===== src/rtl/c2_shift_add_mult.sv =====
// Sequential unsigned SIZE x SIZE shift-add multiplier built around one ripple-carry C2Adder.
// One partial product per clock, with a start/ready/done handshake.

module c2_adder #(
  parameter int unsigned SIZE = 5
) (
  input  logic [SIZE-1:0] i1,
  input  logic [SIZE-1:0] i2,
  output logic [SIZE:0]   o
);

  logic [SIZE:0] cy;

  assign cy[0] = 1'b0;

  for (genvar i = 0; i < SIZE; i++) begin : g_bit
    assign o[i]    = i1[i] ^ i2[i] ^ cy[i];
    assign cy[i+1] = (i1[i] & i2[i]) | (cy[i] & (i1[i] ^ i2[i]));
  end

  assign o[SIZE] = cy[SIZE];

endmodule

module c2_shift_add_mult #(
  parameter int unsigned SIZE = 5,
  parameter int unsigned CW   = 3
) (
  input  logic              clk,
  input  logic              rst,
  input  logic              start,
  input  logic [SIZE-1:0]   a,
  input  logic [SIZE-1:0]   b,
  output logic              ready,
  output logic              done,
  output logic [2*SIZE-1:0] product
);

  typedef enum logic [1:0] {StIdle, StAdd, StDone} state_e;

  state_e              state_q, state_d;
  logic [SIZE-1:0]     m_q, m_d;
  logic [SIZE-1:0]     p_q, p_d;
  logic [SIZE-1:0]     q_q, q_d;
  logic [CW-1:0]       count_q, count_d;
  logic [2*SIZE-1:0]   product_q, product_d;

  logic [SIZE:0]       add_o;
  logic [SIZE:0]       gated;

  c2_adder #(
    .SIZE (SIZE)
  ) u_adder (
    .i1 (p_q),
    .i2 (m_q),
    .o  (add_o)
  );

  // Skip the add when the current multiplier bit is zero; carry can never be lost.
  assign gated = q_q[0] ? add_o : {1'b0, p_q};

  always_comb begin
    state_d   = state_q;
    m_d       = m_q;
    p_d       = p_q;
    q_d       = q_q;
    count_d   = count_q;
    product_d = product_q;
    ready     = 1'b0;
    done      = 1'b0;
    unique case (state_q)
      StIdle: begin
        ready = 1'b1;
        if (start) begin
          m_d     = a;
          q_d     = b;
          p_d     = '0;
          count_d = CW'(SIZE - 1);
          state_d = StAdd;
        end
      end
      StAdd: begin
        {p_d, q_d} = {gated, q_q[SIZE-1:1]};
        if (count_q == '0) begin
          product_d = {p_d, q_d};
          state_d   = StDone;
        end else begin
          count_d = count_q - 1'b1;
        end
      end
      StDone: begin
        done    = 1'b1;
        state_d = StIdle;
      end
      default: state_d = StIdle;
    endcase
  end

  always_ff @(posedge clk or negedge rst) begin
    if (!rst) begin
      state_q   <= StIdle;
      m_q       <= '0;
      p_q       <= '0;
      q_q       <= '0;
      count_q   <= '0;
      product_q <= '0;
    end else begin
      state_q   <= state_d;
      m_q       <= m_d;
      p_q       <= p_d;
      q_q       <= q_d;
      count_q   <= count_d;
      product_q <= product_d;
    end
  end

  assign product = product_q;

endmodule


===== config.mk =====
export PLATFORM = sky130hd
export DESIGN_NAME = c2_shift_add_mult
export DESIGN_NICKNAME = d
export VERILOG_FILES = /design/src/rtl/c2_shift_add_mult.sv
export SDC_FILE = /design/constraint.sdc
export NUM_CORES = 1
export LEC_CHECK = 0
export BUFFER_PORTS_ARGS = -buffer_cell sky130_fd_sc_hd__buf_2
export CAP_MARGIN = 20
export CORE_AREA = 2 2 67 69
export DETAILED_ROUTE_END_ITERATION = 7
export DIE_AREA = 0 0 69 71
export GPL_TIMING_DRIVEN = 0
export PLACE_DENSITY = 0.6
export SLEW_MARGIN = 20
export SYNTH_ARGS = -nofsm -noshare
export SYNTH_HDL_FRONTEND = slang
export SYNTH_SLANG_ARGS = --single-unit

===== constraint.sdc =====
create_clock -name clk -period 2.6 [get_ports clk]
set_input_delay 0.26 -clock clk [delete_from_list [all_inputs] [get_ports clk]]
set_output_delay 0.26 -clock clk [all_outputs]
set_load 0.05 [all_outputs]

==> flow_summary.yaml, run 1 <==
drt:
  vias_per_cell: 4.69
  routedWlPerCell_um: 12.8
  drtIter0Drc: 52
  first_pass_iters: 4
  wl_met2_mm: 1.41
  wl_met3_um: 158
  antenna_left: 0
  top_layer: "met4"
  routed_wirelength_mm: 2.77
  vias: 1012
  met1_length_mm: 1.16
  drc: 0
setup_path:
  rr_endpoint: "product[8]"
  cp_max_fo: 3
  cp-end-kind: "flip-flop"
  rr_startpoint: "p_q[0]"
  path_class: "reg -> reg"
  required_ns: 2.77
  rrSetupSlack_ns: 0.10
  cp-start-kind: "flip-flop"
  crit_arrival_ns: 2.66
  r2r_cells: 9
clock_network:
  cts_root_buf: "clkbuf_8"
  h-tree-depth: 2
  clk_pin_slew_ns: 0.07
  numCtsBuffers: 5
  cts_tree: "done"
  cts_sinks: 30
  clock_path_buffers: 2
  insertion_delay_ns: 0.28
  post-cts-setup-buffers: 0
global_routing:
  grt_pass1_wl_mm: 4.97
  grt-ovfl-total: 0
  antenna_found_initial: 0
  grt_max_degree: 31
  grt_pass1_vias: 1089
  grt_use_total_pct: 12.7
final_layout:
  fillerInstances: 437
  num_antenna_cells: 0
  final_cell_mix: "30 x dfrtp_1, 26 x nand2_1, 25 x buf_2"
  design_area_mm2: 0.00173
  drive_gt1_share_pct: 29.9
  fin_cells: 216
  final_nets: 183
  mostFrequentLayoutCell: "dfrtp_1"
  syn_to_final_growth_pct: 20.0
power_and_ir_drop:
  p_leak_nw: 0.844
  powerDensity_mw_per_mm2: 1450
  irDropWorstVdd_mv: 0.523
placement:
  io_buffers: 24
  place_area_mm2: 0.00163
  place_congestion: 0.773
  dp_cells: 208
  dp_hpwl_mm: 2.03
timing:
  max_slew.worst_pin.slew_ns: 0.651
  max_clock_freq_ghz: 0.401
  fin_crit_sh_pct: 96.0
  maxSlewViolCount: 0
  relSlewSlack_pct: 56.6
  finClkSkew_ns: 0.00552
  finalSetupViolCount: 0
  rsz0062_at_grt: "yes"
  hold_viol: 0
  min_period_ns: 2.50
  hold_slack_ns: 0.000656
run:
  maxCapViolCount: 0
yosys:
  synth_compound_area_share_pct: 11.7
  ys_ff_latch: 30
  yosys.area_share.adder_pct: 8.16
  synth_area_mm2: 0.00144
  yosysSeqAreaShare_pct: 52.1
  postSynthNetCount: 152
  synth_cell_types: 26
  synth-simple-area-share_pct: 11.2
  yosys_warnings: 0
  synth_top_family_by_area: "compound AO/OA/AOI/OAI gates"
  synth-xor-area-share_pct: 0.608
  synth_area_per_cell_um2: 10.9
  syn_inst: 132
  muxShareOfSynthArea_pct: 8.85
floorplanning:
  die_h_um: 71
  pin_count: 25
  core_mm2: 0.00420
  fp-row-count: 24
  die_area_mm2: 0.00490
  initial_core_util_pct: 34.3
  die_w_um: 69
run_status:
  status: "completed"
worst_hold_path:
  hp-class: "in -> async"
[how the worst max path moves through the flow]
stage / start / end / depth (start not counted)
final: p_q[0] / product[8] / 9
after global routing: p_q[0] / product[8] / 9
after CTS: p_q[0] / product[8] / 9
after detailed placement: p_q[0] / product[8] / 9
after global placement: p_q[0] / p_q[3] / 9
after floorplan: p_q[0] / p_q[3] / 9
[worst max-delay path: stages, from the launching register on]
cell and delay, ns:
dfrtp_1 0.38, ha_1 0.16, inv_1 0.05, fa_2 0.34, fa_2 0.35, fa_2 0.35, inv_2 0.06, fa_1 0.40
mux2i_1 0.20, o21ai_1 0.09
[layer usage]
layer  track usage (%)  vias to the layer above
met5                 0                        -
met3              4.27                        7
li1                  -                      494
met2              20.9                       27
met4              5.23                        0
met1              15.4                      484
[state kept, by name, indices dropped and copies added, names as in the netlist]
name	cells
state_q	2
product	10
q_q	5
count_q	3
m_q	5
p_q	5
[report_power, final]
| group | internal [mW] | leakage, nW | switching (mW) |
|---|---|---|---|
| registers | 0.685 | 0.372 | 0.130 |
| logic | 0.479 | 0.425 | 0.816 |
| clock network | 0.212 | 0.0472 | 0.180 |
| total | 1.38 | 0.844 | 1.13 |
[logic make-up (layout without fill, tap and decap cells)]
logic type,count (synthesis),count (layout)
and+or+nand+nor,35,35
DFF,30,30
AOI/OAI and AO/OA,29,29
buffers and inverters,19,51
muxes,11,11
adders and majority gates,7,7
xor gates and xnor gates,1,1
[final cells by class]
| type | count | area [um^2] | area share [%] |
|---|---|---|---|
| multi-input cells | 83 | 592 | 34.2 |
| repair buffers | 24 | 120 | 6.95 |
| inverters | 12 | 45.0 | 2.60 |
| well taps | 52 | 65.1 | 3.76 |
| clock inverters | 2 | 12.5 | 0.724 |
| clock buffers | 6 | 82.6 | 4.78 |
| flip-flops and latches | 30 | 751 | 43.4 |
| plain buffers | 7 | 61.3 | 3.55 |
[metrics by stage]
stage	total power [mW]	setup slack [ns]	utilization, %	TNS (ns)
floorplan	1.82	0.163	-	0
global placement	2.07	0.0155	38.7	0
detailed placement	2.12	-0.0122	38.7	-0.0144
CTS	2.52	0.00365	41.0	0
global route	2.71	-0.0132	41.1	-0.0166
finish	2.50	0.105	41.1	0
[repair_timing]
| item | in CTS | in global routing |
|---|---|---|
| gates resized for setup | 1 | 3 |
| hold buffers | 0 | 0 |
| endpoints found under the setup margin | 2 | 2 |
| pin swaps | 0 | 0 |
[synthesized netlist by cell type, drive strengths merged]
cell	n	area, um^2
nand2b	2	12.5
a222oi	1	10.0
o21bai	1	7.51
nand2	26	97.6
inv	12	45.0
o32a	1	10.0
mux2i	6	60.1
o21ai	24	124
mux2	5	67.6
dfrtp	30	751
buf	7	61.3
nor2b	2	12.5
nand4bb	1	11.3
fa	4	80.1
and2b	1	7.51
a211o	2	17.5
nor2	2	7.51
nor3b	1	12.5
xor2	1	8.76
ha	3	37.5
(Power assumes the default switching activity.)
==> inputs of run 2 (changes only) <==
--- a/config.mk
+++ b/config.mk
@@ -5,13 +5,14 @@
 export SDC_FILE = /design/constraint.sdc
 export NUM_CORES = 1
 export LEC_CHECK = 0
+export ABC_AREA = 1
 export BUFFER_PORTS_ARGS = -buffer_cell sky130_fd_sc_hd__buf_2
 export CAP_MARGIN = 20
-export CORE_AREA = 2 2 67 69
+export CORE_AREA = 2 2 68 70
 export DETAILED_ROUTE_END_ITERATION = 7
-export DIE_AREA = 0 0 69 71
+export DIE_AREA = 0 0 70 72
 export GPL_TIMING_DRIVEN = 0
-export PLACE_DENSITY = 0.6
+export PLACE_DENSITY_LB_ADDON = 0.05
 export SLEW_MARGIN = 20
 export SYNTH_ARGS = -nofsm -noshare
 export SYNTH_HDL_FRONTEND = slang
==> constraint.sdc (replaced) <==
create_clock -name clk -period 3.1 [get_ports clk]
set_input_delay 0.31 -clock clk [delete_from_list [all_inputs] [get_ports clk]]
set_output_delay 0.31 -clock clk [all_outputs]
set_load 0.05 [all_outputs]
==> run 2 against run 1 <==
Against the previous run:
- non-clock buffer count is 4 lower
- register-to-register slack better by 0.40 ns
- die area is 2.9% higher
- global-route usage is 1.2 points higher
- hold slack better by 0.053 ns
- highest routed layer unchanged
- clock skew is 0.0031 ns higher
- sequential power is 19% lower
- flip-flop and latch count stayed put
==> flow_summary.yaml, run 2 <==
global_routing:
  grt_use_total_pct: 13.9
  grt_pass1_wl_mm: 5.34
  grt_max_degree: 31
  antenna_found_initial: 0
  grt-ovfl-total: 0
  grt_pass1_vias: 1159
placement:
  io_buffers: 24
  dp_cells: 253
  place_congestion: 0.758
  dp_slack_ns: 0.511
  dp_hpwl_mm: 2.26
drt:
  routedWlPerCell_um: 11.4
  antenna_left: 0
  routed_wirelength_mm: 2.98
  vias_per_cell: 4.42
  drtIter0Drc: 41
  drc: 0
  vias: 1154
  first_pass_iters: 4
power_and_ir_drop:
  irDropWorstVdd_mv: 0.628
  p_leak_nw: 1.02
  powerDensity_mw_per_mm2: 1160
clock_network:
  numCtsBuffers: 5
  cts_tree: "done"
  ctsHoldBuffers: 0
  clock_path_buffers: 2
  cts_sinks: 30
  post-cts-setup-buffers: 0
  h-tree-depth: 2
  clk_pin_slew_ns: 0.07
  cts_resized: 0
  insertion_delay_ns: 0.28
  cts_root_buf: "clkbuf_8"
setup_path:
  max_stage_delay_ns: 0.40
  cp-end-kind: "flip-flop"
  crit_chain: "ha_1 > inv_1 > fa_1 > fa_1 > fa_1 > inv_1 > fa_1 > nand2_1 > nand2_1 > nand2_1 > o21ai_2"
  required_ns: 3.27
  cpMostUsedCell: "fa_1"
  crit_arrival_ns: 2.76
  cp_max_fo: 2
  path_class: "reg -> reg"
  cp-start-kind: "flip-flop"
  critPathSlowestCell: "fa_1"
final_layout:
  final_cell_mix: "82 x nand2_1, 30 x dfrtp_1, 24 x buf_2"
  mostFrequentLayoutCell: "nand2_1"
  largest_register_ffs: 10
  fillerInstances: 456
  fin_cells: 261
  num_antenna_cells: 0
  syn_to_final_growth_pct: 19.4
  final_nets: 228
  drive_gt1_share_pct: 23.4
yosys:
  yosysMostFrequentCell: "nand2_1"
  yosys.area.top_type: "dfrtp_1"
  postSynthNetCount: 197
  synth_top_area_share_pct: 49.6
  synth_edf_count: 0
  syn_inst: 177
  ys_ff_latch: 30
  yosysSeqAreaShare_pct: 49.6
  yosys-top-cells-count: "82 x nand2_1, 30 x dfrtp_1, 16 x inv_1, 11 x nand3_1, 6 x nor2_1"
  async_flop_share_pct: 100
  synth_area_per_cell_um2: 8.55
  yosys_warnings: 0
  synth_cell_types: 20
  synth_area_mm2: 0.00151
  synthTopCellsByArea: "dfrtp_1 50%, nand2_1 20%, fa_1 5.3%, inv_1 4.0%, nand3_1 3.6%"
  synthFlopType: "dfrtp_1"
timing:
  relSlewSlack_pct: 56.0
  min_period_ns: 2.60
  max_slew.worst_pin.slew_ns: 0.659
  finClkSkew_ns: 0.00865
  maxSlewViolCount: 0
  fin_crit_sh_pct: 83.8
  finalWorstSetupSlack_ns: 0.503
  rsz0062_at_grt: "no"
  hold_viol: 0
  finalSetupViolCount: 0
  max_clock_freq_ghz: 0.385
  setup_tns_ns: 0
floorplanning:
  pin_count: 25
  core_mm2: 0.00426
  die_h_um: 72
  initial_core_util_pct: 35.5
  fp-row-count: 24
  die_w_um: 70
  die_area_mm2: 0.00504
run:
  maxCapViolCount: 0
run_status:
  status: "completed"
worst_hold_path:
  hp-class: "in -> async"
## run 2: cells by family after synthesis
group	count (synthesis)	share of synthesized area [%]
buffers and inverters	23	7.28
adders and majority gates	7	7.78
and+or+nand+nor	105	29.9
DFF	30	49.6
AOI/OAI and AO/OA	12	5.46
## run 2: cell type report
cell class | count | area [um^2] | share of cell area, %
clock inverter | 3 | 40.0 | 2.22
timing repair buffer | 24 | 120 | 6.65
clock buffer | 5 | 68.8 | 3.81
multi-input combinational | 124 | 652 | 36.1
tap | 52 | 65.1 | 3.60
buffer | 3 | 30.0 | 1.66
sequential | 30 | 751 | 41.6
inverter | 20 | 80.1 | 4.43
## run 2: final timing paths
check                      slack [ns]          to  startpoint  cells after the start
setup / recovery                 0.50      p_q[3]      m_q[0]                     11
max in group asynchronous        2.61      p_q[4]         rst                      1
hold / removal                   0.05  product[9]         rst                      1
setup reg to reg                 0.50      p_q[3]      m_q[0]                     11
min in group clk                 0.26      m_q[0]        a[0]                      3
hold reg to reg                  0.47  product[7]  product[7]                      2
## run 2: power breakdown
group / total, mW / leakage (nW) / internal [mW] / switching [mW]
Clock: 0.383 / 0.0579 / 0.236 / 0.147
Sequential: 0.661 / 0.377 / 0.558 / 0.104
Combinational: 1.06 / 0.581 / 0.321 / 0.736
## run 2: metrics by stage
step	instance area [um^2]	power (mW)	util, %	hold WS (ns)
2_1_floorplan	1510	1.50	-	0.0144
3_3_place_gp	1700	1.72	39.8	0.390
3_5_place_dp	1700	1.75	39.8	0.392
4_1_cts	1810	2.14	42.4	0.0848
5_1_grt	1810	2.31	42.4	0.0974
6_report	1810	2.10	42.4	0.0535
## run 2: layer usage
layer  up-vias  GRT usage [%]  part of all wire, %
met3         5           5.28                  5.0
li1        604              -                    -
met5         -              0                    0
met4         0           6.41                  1.7
met2        23           21.5                   46
met1       522           17.5                   47
## run 2: critical path, delay by kind of cell (launching register included)
family	cells	cell delay (ns)
AO/OA/AOI/OAI	1	0.05
adder cells (fa/ha/maj)	5	1.71
buffers and inverters	2	0.13
flip-flops	1	0.38
AND/OR/NAND/NOR	3	0.21
